## src/rtl/imem_load_arbiter.sv

```systemverilog
// rtl/imem_load_arbiter.sv - shares the instruction-memory port between CPU fetch and a program loader
module imem_load_arbiter #(
    parameter int ADDR_W     = 8,
    parameter int DATA_W     = 32,
    parameter int MAX_CONSEC = 4,
    parameter int BOOT_LOAD  = 1
) (
    input  logic              clk,
    input  logic              reset,
    input  logic [31:0]       cpu_addr,
    output logic [DATA_W-1:0] cpu_instr,
    output logic              cpu_stall,
    output logic              cpu_run,
    input  logic              ld_valid,
    output logic              ld_ready,
    input  logic [ADDR_W-1:0] ld_addr,
    input  logic [DATA_W-1:0] ld_data,
    input  logic              ld_last,
    input  logic              ld_reload,
    output logic              mem_we,
    output logic [ADDR_W-1:0] mem_addr,
    output logic [DATA_W-1:0] mem_wdata,
    input  logic [DATA_W-1:0] mem_rdata,
    output logic [ADDR_W:0]   load_count
);

    typedef enum logic {
        S_LOAD = 1'b0,
        S_RUN  = 1'b1
    } state_t;

    localparam state_t   RESET_STATE = (BOOT_LOAD != 0) ? S_LOAD : S_RUN;
    localparam logic     RESET_RUN   = (BOOT_LOAD == 0);
    localparam logic [3:0] CAP       = 4'(MAX_CONSEC);

    state_t state;
    state_t state_nxt;

    logic [3:0]        consec;
    logic              accept;
    logic              in_range;
    logic              addr_lo_ok;
    logic [ADDR_W-1:0] cpu_idx;

    // The byte-offset bits never select a word; the tautology keeps every address bit consumed.
    assign addr_lo_ok = &(cpu_addr[1:0] | ~cpu_addr[1:0]);
    assign in_range   = ~|cpu_addr[31:ADDR_W+2] & addr_lo_ok;
    assign cpu_idx    = cpu_addr[ADDR_W+1:2];

    // The loader is always welcome while loading; in run it yields once the grant cap is reached.
    assign ld_ready = (state == S_LOAD) || (consec != CAP);
    assign accept   = ld_valid & ld_ready;

    // State register.
    always_ff @(posedge clk) begin
        if (reset) begin
            state <= RESET_STATE;
        end else begin
            state <= state_nxt;
        end
    end

    // Next-state: last boot beat releases the CPU, a reload request returns to loading.
    always_comb begin
        state_nxt = state;
        case (state)
            S_LOAD: if (accept && ld_last) state_nxt = S_RUN;
            S_RUN:  if (ld_reload) state_nxt = S_LOAD;
            default: state_nxt = RESET_STATE;
        endcase
    end

    // Port mux and CPU-facing outputs: a write owns the port and stalls the CPU for that cycle.
    always_comb begin
        mem_we    = 1'b0;
        mem_addr  = cpu_idx;
        mem_wdata = '0;
        cpu_stall = 1'b1;
        cpu_instr = '0;
        if (accept) begin
            mem_we    = 1'b1;
            mem_addr  = ld_addr;
            mem_wdata = ld_data;
        end
        if (state == S_RUN && !accept) begin
            cpu_stall = 1'b0;
            if (in_range) begin
                cpu_instr = mem_rdata;
            end
        end
    end

    // Grant-run counter, beat counter and the registered CPU release.
    always_ff @(posedge clk) begin
        if (reset) begin
            consec     <= '0;
            load_count <= '0;
            cpu_run    <= RESET_RUN;
        end else begin
            cpu_run <= (state_nxt == S_RUN);
            if (state == S_LOAD) begin
                consec <= '0;
                if (accept && load_count != '1) begin
                    load_count <= load_count + 1'b1;
                end
            end else if (ld_reload) begin
                consec     <= '0;
                load_count <= '0;
            end else if (accept) begin
                consec <= consec + 4'd1;
            end else begin
                consec <= '0;
            end
        end
    end

endmodule

```

## config.mk

```make
export PLATFORM = sky130hd
export DESIGN_NAME = imem_load_arbiter
export DESIGN_NICKNAME = d
export VERILOG_FILES = /design/src/rtl/imem_load_arbiter.sv
export SDC_FILE = /design/constraint.sdc
export NUM_CORES = 1
export LEC_CHECK = 0
export BUFFER_PORTS_ARGS = -buffer_cell sky130_fd_sc_hd__buf_4
export CAP_MARGIN = 40
export CORE_MARGIN = 5
export CORE_UTILIZATION = 30
export DETAILED_ROUTE_END_ITERATION = 10
export PLACE_DENSITY = 0.77
export SYNTH_ARGS = -nofsm -noshare
export SYNTH_HDL_FRONTEND = slang
export SYNTH_SLANG_ARGS = --single-unit
```

## constraint.sdc

```tcl
create_clock -name clk -period 1.92 [get_ports clk]
set_clock_uncertainty 0.2 [all_clocks]
set_input_delay 0.288 -clock clk [delete_from_list [all_inputs] [get_ports clk]]
set_output_delay 0.288 -clock clk [all_outputs]
set_load 0.02 [all_outputs]
```

==> results of run 1 <==
[flip-flops by register name, indices dropped and copies added, names as in the netlist]
name and count:
cpu_run 1, load_count 9, consec 4
[repair_timing]
item                       in CTS  in global routing
gates resized for setup        93                 16
setup endpoints to repair      75                 78
setup buffers                   4                  5
cloned                          4                  0
pin swaps                       6                 14
[area by class of cell]
class	count	area, sq um	share of cell area [%]
sequential	14	291.5	7.385
clock buffer	4	55.05	1.395
multi-input combinational	146	1431	36.26
timing repair buffer	224	1951	49.41
tap	70	87.58	2.219
inverter	35	131.4	3.328
[cells by family after synthesis]
family,after synthesis,synth area share (%)
adder cells (fa/ha/maj),4,3.070
buffers and inverters,51,12.89
flip-flops,14,17.19
AND/OR/NAND/NOR,112,48.20
multiplexers,13,10.44
XOR/XNOR,2,1.075
AO/OA/AOI/OAI,15,7.137
[layer usage]
| metal | GRT usage, % | routed length [um] | vias to the layer above |
|---|---|---|---|
| li1 | - | - | 1147 |
| met2 | 42.01 | 4439 | 106 |
| met5 | 0 | 0 | - |
| met1 | 26.09 | 3185 | 1074 |
| met3 | 6.910 | 827 | 5 |
| met4 | 1.754 | 34 | 0 |
[worst min-delay path by stage]
stage                    end  cells past startpoint     startpoint  slack (ns)
3_3_place_gp   load_count[5]                      2  load_count[5]        0.27
2_1_floorplan  load_count[0]                      1          reset        0.15
6_report             cpu_run                      2          reset        0.03
4_1_cts              cpu_run                      2          reset        0.04
5_1_grt              cpu_run                      2          reset        0.04
3_5_place_dp   load_count[5]                      2  load_count[5]        0.29
[report_power, final]
part,internal [mW],total (mW),switching [mW]
clock network,0.182,0.292,0.110
logic,0.336,0.558,0.222
registers,0.295,0.302,0.00714
total,0.813,1.15,0.339
[synth_stat cells, types with 2 or more instances]
| cell | n |
|---|---|
| sky130_fd_sc_hd__nand2b_1 | 7 |
| sky130_fd_sc_hd__a21oi_1 | 8 |
| sky130_fd_sc_hd__nor3b_1 | 2 |
| sky130_fd_sc_hd__clkbuf_1 | 7 |
| sky130_fd_sc_hd__nand2_1 | 10 |
| sky130_fd_sc_hd__mux2i_1 | 5 |
| sky130_fd_sc_hd__and3_1 | 33 |
| sky130_fd_sc_hd__inv_1 | 34 |
| sky130_fd_sc_hd__dfxtp_1 | 14 |
| sky130_fd_sc_hd__nor4_1 | 5 |
| sky130_fd_sc_hd__mux2_4 | 8 |
| sky130_fd_sc_hd__a211oi_2 | 2 |
| sky130_fd_sc_hd__nor3_1 | 2 |
| sky130_fd_sc_hd__nand4_1 | 2 |
| sky130_fd_sc_hd__nor2_1 | 5 |
| sky130_fd_sc_hd__nand3_1 | 11 |
| sky130_fd_sc_hd__buf_2 | 6 |
| sky130_fd_sc_hd__nor3_2 | 30 |
| sky130_fd_sc_hd__ha_1 | 4 |
| sky130_fd_sc_hd__buf_4 | 3 |
[critical path: cells and delay by family, from the launching register on]
kind,cells,cell delay (ns)
AND/OR/NAND/NOR,1,0.20
adder cells (fa/ha/maj),1,0.15
buffers and inverters,3,0.33
flip-flops,1,0.33
AO/OA/AOI/OAI,1,0.14
multiplexers,1,0.31
==> run_results.csv, run 1 <==
group,metric,value,unit
outcome,violations_in_the_final_reports,"negative setup slack",
sta,finalHoldViolCount,0,
synth,postSynth.asyncResetShare,0,%
detailed_routing,drtIter0Drc,61,
setup_path,register_to_register_setup_slack,0.02,ns
power,p_leak,1.972,nW
layout,layout_cell_share_with_drive_strength_beyond_1,76.12,%
clock_tree,cts_max_level,1,
synth,synth_area_leaders,"sky130_fd_sc_hd__nor3_2, sky130_fd_sc_hd__dfxtp_1, sky130_fd_sc_hd__and3_1",
sta,timing.max_slew.rel_slack,76.14,%
setup_path,timing.setup.critical_path_class,"flip-flop to primary output",
synth,synth_enable_flop_cells,0,
global_route,grt_antenna_before_repair,0,
layout,insertedDiodeCount,0,
place,place.detailed.instances,480,
outcome,result_of_the_run,"complete, but fails checks",
place,place_worst_setup_slack,-0.1199,ns
clock_tree,insertion_delay,0.25,ns
power,power,1.153,mW
synth,yosysUniqueCellTypes,33,
floorplan,core.rowCount,26,
worst_hold_path,holdCritPathClass,"input pin to flip-flop",
layout,final-instance-count-excl-fill,493,
synth,post_synthesis_net_count,324,
setup_path,worstPathMaxFanout,10,
detailed_routing,routed-via-count,2332,
floorplan,die_area,7009,sq um
setup_path,timing.critical_path.arrival,1.73,ns
detailed_routing,antenna_violation_net_count_after_detailed_routing,0,
clock_tree,cts_inserted_buffers,3,
setup_path,cpPeakStageDelay,0.33,ns
setup_path,cp-endpoint,"mem_addr[3]",
layout,layout_common_cells,"sky130_fd_sc_hd__buf_4, sky130_fd_sc_hd__buf_6, sky130_fd_sc_hd__and3_4, sky130_fd_sc_hd__inv_1, sky130_fd_sc_hd__nor3_2",
synth,synth_warnings,0,
clock_tree,clock_tree.root_cell,"sky130_fd_sc_hd__clkbuf_8",
sta,hold-worst-slack,0.02897,ns
sta,totalNegativeSetupSlack,-15.50,ns
clock_tree,clockBufferDepth,2,
floorplan,initial_utilization,31.32,%
global_route,grt_pass1_vias,2287,
detailed_routing,wl_per_cell,17.21,um
synth,syn-mean-instance-area,7.727,sq um
setup_path,timing.critical_path.slowest_stage_cell,"sky130_fd_sc_hd__dfxtp_2",
layout,relative_area_change_from_synthesis_to_final_layout,142.1,%
detailed_routing,drt-total-wl,8485,um
synth,synth_top_area_cell,"sky130_fd_sc_hd__nor3_2",
sta,rsz0062_at_grt,"true",
floorplan,die_width,83.72,um
clock_tree,cts.clk_slew.worst_paths,0.06,ns
layout,finalCoreUtilization,75.84,%
synth,syn-cell-area,1630,sq um
sta,worst-slew-pin-transition,0.3571,ns
layout,number_of_nets_in_the_layout,537,
setup_path,required,1.43,ns
detailed_routing,route.detailed.vias_per_inst,4.730,
layout,mostFrequentLayoutCell,"sky130_fd_sc_hd__buf_4",
sta,min_period_over_period,115.3,%
synth,seq_area_frac_synth,17.19,%
floorplan,floorplan.core_area,5205,sq um
synth,synth_seq_cells,14,
floorplan,ioPinCount,194,
layout,final_design_area_no_fill,3948,sq um
layout,fillers,338,
floorplan,chipHeight,83.72,um
sta,setup_violations,72,
setup_path,worst_r2r_path_depth,7,
global_route,global_route_usage_over_all_layers,22.53,%
synth,synth-main-ff-cell,"sky130_fd_sc_hd__dfxtp_1",
synth,post-synth-top-area-fraction,18.42,%
sta,fmax,0.4518,GHz
sta,min_period,2.213,ns
clock_tree,cts_tree,"done",
sta,timing.final.max_slew_violations,0,
place,dp.final_hpwl,6717,um
detailed_routing,drc_errors,0,
setup_path,start_kind,"flip-flop",
detailed_routing,drtPass1Iterations,4,
place,placedInstanceArea,3336,sq um
synth,post_synth_inst_count,211,
clock_tree,postCtsHoldBufs,0,
setup_path,path_cells,"inv_2, ha_4, and3b_4, a21oi_4, buf_12, mux2_4, buf_6",
global_route,grt_pass1_wl,12770,um
job,max_capacitance_violation_total,0,
global_route,grt_start_max_net_pins,28,
setup_path,crit-reg2reg-capture,"load_count[7]",
place,port_buffers,191,
power,irDropWorstVdd,471.1,uV
setup_path,worst_setup_path_end_kind,"primary output",
clock_tree,number_of_clock_sinks,14,
setup_path,worstReg2RegStart,"load_count[0]",
place,place.gp.congestion,0.8729,
setup_path,timing.critical_path.from,"consec[1]",
power,power_density,292.0,nW/um^2
global_route,gr-total-overflow,0,
sta,final_critical_path_setup_slack,-0.2935,ns
(Power assumes the default switching activity.)
==> inputs of run 2 (changes only) <==
Settings changed: CORE_ASPECT_RATIO set to 0.7.
==> run 2 against run 1 <==
  * The run still ends with negative setup slack left
  * Wire length grew 2.5%
  * First-iteration DRC count grew 54%
  * Total power shrank 3.0%
  * Utilization shrank 0.73 points
  * Clock power shrank 14%
  * Non-clock buffer count grew 1
  * Worst hold slack gained 0.00055 ns
  * Critical path type unchanged
==> run_results.csv, run 2 (synthesized netlist as in run 1, its figures left out) <==
group,metric,value,unit
global_route,grt_pass1_vias,2442,
detailed_routing,dr_wl_met2,4284,um
detailed_routing,drtPass1Iterations,4,
worst_hold_path,holdCritPathClass,"input pin to flip-flop",
detailed_routing,drc_errors,0,
clock_tree,clock_tree.root_cell,"sky130_fd_sc_hd__clkbuf_8",
floorplan,ioPinCount,194,
setup_path,worst_r2r_path_depth,7,
sta,timing.final.max_slew_violations,0,
setup_path,cp_num_cells,7,
outcome,result_of_the_run,"complete, but fails checks",
setup_path,cpLargestDelayFamily,"flip-flops",
sta,final_critical_path_setup_slack,-0.3096,ns
global_route,grt_antenna_before_repair,0,
floorplan,core.rowCount,22,
layout,largest_register_ff_count,9,
clock_tree,cts.clk_slew.worst_paths,0.06,ns
setup_path,timing.setup.critical_path_class,"flip-flop to primary output",
sta,timing.max_slew.rel_slack,73.49,%
global_route,gr-total-overflow,0,
job,max_capacitance_violation_total,0,
setup_path,cpPeakStageDelay,0.33,ns
sta,rsz0062_at_grt,"true",
sta,min_period_over_period,116.1,%
clock_tree,insertion_delay,0.25,ns
detailed_routing,antenna_violation_net_count_after_detailed_routing,0,
outcome,violations_in_the_final_reports,"negative setup slack",
setup_path,start_kind,"flip-flop",
layout,insertedDiodeCount,0,
clock_tree,cts_inserted_buffers,3,
worst_hold_path,holdPathStages,2,
place,dp.final_hpwl,6271,um
layout,mostFrequentLayoutCell,"sky130_fd_sc_hd__buf_4",
power,power,1.119,mW
sta,fmax,0.4485,GHz
clock_tree,number_of_clock_sinks,14,
detailed_routing,dr_wl_met3,581,um
sta,worst-slew-pin-transition,0.3968,ns
clock_tree,cts_max_level,1,
clock_tree,postCtsHoldBufs,0,
detailed_routing,wl_met1,3527,um
detailed_routing,uppermost_layer_routed,"met4",
power,p_leak,1.944,nW
global_route,global_route_usage_over_all_layers,23.02,%
detailed_routing,wl_per_cell,17.53,um
floorplan,initial_utilization,31.01,%
detailed_routing,drtIter0Drc,94,
sta,finalHoldViolCount,0,
setup_path,worstPathMaxFanout,10,
clock_tree,cts_tree,"done",
setup_path,register_to_register_setup_slack,-0.03,ns
setup_path,path_cells,"inv_2, ha_4, and3b_4, a21oi_4, buf_12, mux2_4, buf_6",
detailed_routing,drt-total-wl,8697,um
sta,min_period,2.230,ns
setup_path,worstReg2RegStart,"load_count[0]",
setup_path,timing.critical_path.slowest_stage_cell,"sky130_fd_sc_hd__dfxtp_2",
setup_path,crit-reg2reg-capture,"load_count[7]",
setup_path,worst_setup_path_end_kind,"primary output",
floorplan,die_area,7032,sq um
global_route,grt_start_max_net_pins,33,
layout,number_of_nets_in_the_layout,538,
setup_path,timing.critical_path.arrival,1.74,ns
place,port_buffers,191,
layout,largest_register,"load_count",
detailed_routing,route.detailed.vias_per_inst,4.817,
detailed_routing,routed-via-count,2389,
global_route,grt_pass1_wl,13170,um
setup_path,worstPathBufferInverterCount,3,
layout,fillers,352,
power,power_density,283.3,nW/um^2
setup_path,required,1.43,ns
sta,hold-worst-slack,0.02952,ns
clock_tree,clockBufferDepth,2,
place,place.gp.congestion,0.8938,
layout,layout_common_cells,"sky130_fd_sc_hd__buf_4, sky130_fd_sc_hd__buf_6, sky130_fd_sc_hd__and3_4, sky130_fd_sc_hd__inv_1, sky130_fd_sc_hd__nor3_2",
layout,layout_cell_share_with_drive_strength_beyond_1,76.65,%
layout,reg_top3,"load_count x9, consec x4, cpu_run x1",
setup_path,timing.critical_path.from,"consec[0]",
setup_path,cp-endpoint,"mem_addr[2]",
floorplan,die_width,98.11,um
layout,relative_area_change_from_synthesis_to_final_layout,142.2,%
floorplan,floorplan.core_area,5258,sq um
power,irDropWorstVdd,193.5,uV
floorplan,chipHeight,71.68,um
sta,setup_violations,75,
-- run 2: metrics by stage --
step | TNS (ns) | util [%] | std cells | setup WS (ns) | area (sq um)
after global routing | -18.83 | 75.11 | 496 | -0.3469 | 3949
final | -15.37 | 75.11 | 496 | -0.3096 | 3949
after CTS | -18.43 | 75.25 | 497 | -0.3233 | 3956
after detailed placement | -4.345 | 63.87 | 483 | -0.1499 | 3358
after global placement | -4.788 | 63.87 | 483 | -0.1715 | 3358
after floorplan | -0.5564 | - | 211 | -0.06009 | 1684
-- run 2: area by class of cell --
cell class	count	area (sq um)	share of cell area (%)
timing repair buffer	225	1991	50.41
tap	72	90.09	2.281
clock buffer	4	45.04	1.141
multi-input combinational	146	1400	35.46
inverter	35	131.4	3.327
sequential	14	291.5	7.383
-- run 2: where the power goes --
part | internal [mW] | leakage [nW] | total (mW) | switching [mW]
clock | 0.147 | 0.0228 | 0.252 | 0.105
combinational | 0.338 | 1.81 | 0.564 | 0.226
sequential | 0.295 | 0.116 | 0.303 | 0.00759
total | 0.781 | 1.94 | 1.12 | 0.338
-- run 2: worst min-delay path by stage --
stage                  startpoint            end  slack (ns)
CTS                         reset  load_count[1]        0.02
global route                reset  load_count[1]        0.04
finish                      reset  load_count[1]        0.03
floorplan                   reset  load_count[0]        0.15
global placement    load_count[8]  load_count[8]        0.28
detailed placement          reset  load_count[1]        0.29
-- run 2: per-layer routing --
metal | up-vias | global-route usage (%)
li1 | 1146 | -
met1 | 1107 | 27.85
met2 | 112 | 40.50
met3 | 24 | 5.253
met4 | 0 | 7.680
met5 | - | 0
-- run 2: timing repair --
item                       4_1_cts  5_1_grt
buffers inserted                 6        3
setup endpoints to repair       81       84
cloned                           4        0
pin swaps                        7       14
resized for setup               92        6
==> inputs of run 3 (changes only) <==
Settings changed: REMOVE_ABC_BUFFERS set to 1.
==> run 3 against run 2 <==
  * The flow still finishes with violations (negative setup slack)
  * Flip-flop and latch count stayed put
  * Worst setup slack worse by 0.016 ns
  * Sequential power hardly changed
  * Wire length is 4.4% lower
  * Worst hold slack better by 0.018 ns
  * Non-clock buffer count is 3 higher
  * Largest cell class unchanged
==> run_results.csv, run 3 (synthesized netlist as in run 1, its figures left out) <==
group,metric,value,unit
detailed_routing,routed-via-count,2383,
clock_tree,number_of_clock_sinks,14,
floorplan,chipHeight,71.68,um
floorplan,floorplan.core_area,5258,sq um
sta,worst-slew-pin-transition,0.3809,ns
worst_hold_path,holdCritPathClass,"input pin to flip-flop",
layout,multiInputGateArea,1408,sq um
layout,insertedDiodeCount,0,
sta,final_critical_path_setup_slack,-0.3253,ns
setup_path,timing.critical_path.mode_cell,"sky130_fd_sc_hd__buf_6",
global_route,gr-total-overflow,0,
sta,timing.final.max_slew_violations,0,
place,place.gp.congestion,0.8031,
floorplan,die_width,98.11,um
layout,final-instance-count-excl-fill,499,
detailed_routing,drt-total-wl,8311,um
setup_path,cpPeakStageDelay,0.33,ns
detailed_routing,drtPass1Iterations,4,
sta,rsz0062_at_grt,"true",
detailed_routing,antenna_violation_net_count_after_detailed_routing,0,
layout,final_design_area_no_fill,3953,sq um
outcome,violations_in_the_final_reports,"negative setup slack",
floorplan,initial_utilization,31.01,%
layout,ff_latch_area,286.5,sq um
layout,largest_register_ff_count,9,
sta,fmax,0.4454,GHz
detailed_routing,drc_errors,0,
floorplan,ioPinCount,194,
clock_tree,cts_inserted_buffers,3,
setup_path,timing.critical_path.slowest_stage_cell,"sky130_fd_sc_hd__dfxtp_2",
sta,setup_violations,75,
place,place.detailed.instances,481,
clock_tree,postCtsHoldBufs,0,
clock_tree,cts_tree,"done",
setup_path,required,1.43,ns
floorplan,die_area,7032,sq um
layout,largest_register,"load_count",
place,dp.final_hpwl,5779,um
detailed_routing,wl_per_cell,16.66,um
setup_path,path_cells,"inv_2, ha_4, and3b_4, a21oi_4, buf_6, mux2_4, buf_6",
detailed_routing,route.detailed.vias_per_inst,4.776,
global_route,grt_antenna_before_repair,0,
sta,min_period,2.245,ns
clock_tree,clockBufferDepth,2,
place,port_buffers,191,
layout,layout_cell_share_with_drive_strength_beyond_1,76.35,%
power,power_density,293.0,nW/um^2
layout,number_of_nets_in_the_layout,541,
global_route,global_route_usage_over_all_layers,21.58,%
clock_tree,insertion_delay,0.24,ns
setup_path,start_kind,"flip-flop",
clock_tree,cts_max_level,1,
global_route,grt_pass1_wl,12430,um
setup_path,worst_setup_path_end_kind,"primary output",
setup_path,timing.setup.critical_path_class,"flip-flop to primary output",
floorplan,core.rowCount,22,
power,p_leak,1.965,nW
sta,finalHoldViolCount,0,
clock_tree,cts.clk_slew.worst_paths,0.06,ns
layout,relative_area_change_from_synthesis_to_final_layout,142.4,%
global_route,grt_start_max_net_pins,33,
detailed_routing,drtIter0Drc,55,
layout,layout_common_cells,"sky130_fd_sc_hd__buf_4, sky130_fd_sc_hd__buf_6, sky130_fd_sc_hd__and3_4, sky130_fd_sc_hd__inv_1, sky130_fd_sc_hd__nor3_2",
setup_path,timing.critical_path.arrival,1.76,ns
job,max_capacitance_violation_total,0,
layout,mostFrequentLayoutCell,"sky130_fd_sc_hd__buf_4",
setup_path,worstPathMaxFanout,5,
layout,reg_top3,"load_count x9, consec x4, cpu_run x1",
sta,hold-worst-slack,0.04749,ns
power,irDropWorstVdd,280.4,uV
place,placedInstanceArea,3297,sq um
sta,timing.max_slew.rel_slack,74.37,%
outcome,result_of_the_run,"complete, but fails checks",
layout,fillers,343,
global_route,grt_pass1_vias,2472,
clock_tree,clock_tree.root_cell,"sky130_fd_sc_hd__clkbuf_8",
sta,min_period_over_period,116.9,%
-- run 3: final cells by class --
type | instances | area share (%)
clock buffers | 4 | 1.393
inverters | 35 | 3.324
multi-input cells | 146 | 35.61
flip-flops and latches | 14 | 7.249
well taps | 72 | 2.279
repair buffers | 228 | 50.14
-- run 3: critical path: cells and delay by family (launching register included) --
kind	cells	cell delay, ns
multiplexers	1	0.31
adder cells (fa/ha/maj)	1	0.15
AND/OR/NAND/NOR	1	0.20
buffers and inverters	3	0.32
AO/OA/AOI/OAI	1	0.18
flip-flops	1	0.33
-- run 3: final timing paths --
check / startpoint / endpoint / slack (ns) / cells after the start
max: consec[1] / mem_addr[1] / -0.33 / 7
min: reset / load_count[1] / 0.05 / 2
max reg2reg: load_count[1] / load_count[7] / 0 / 7
min reg2reg: load_count[5] / load_count[5] / 0.30 / 2
-- run 3: stage by stage --
step	utilization [%]	worst slack (ns)	power (mW)	TNS [ns]
2_1_floorplan	-	-1.288	0.4829	-42.91
3_3_place_gp	62.71	-0.1567	0.7670	-4.773
3_5_place_dp	62.71	-0.1732	0.7765	-5.823
4_1_cts	72.61	-0.3344	1.156	-13.01
5_1_grt	75.18	-0.3739	1.217	-21.53
6_report	75.18	-0.3253	1.158	-16.63
-- run 3: timing repair --
item                                    CTS  global route
pin swaps                                 6            29
buffers inserted                          7             3
resized for setup                        93            22
hold endpoints to repair                  0             0
endpoints found under the setup margin   82            81
cloned                                    5             2
-- run 3: metal layers --
layer  vias up  global-route usage [%]  share of wire [%]
met5         -                       0                  0
met1      1079                   22.98                 37
met4         0                   6.759                2.3
li1       1162                       -                  -
met3        14                   5.837                8.7
met2       128                   41.55                 52
-- run 3: power breakdown --
group	switching, mW	total, mW	leakage, nW	internal [mW]
combinational	0.225	0.567	1.82	0.342
clock	0.105	0.287	0.0288	0.181
sequential	0.00832	0.305	0.115	0.296
total	0.338	1.16	1.97	0.820
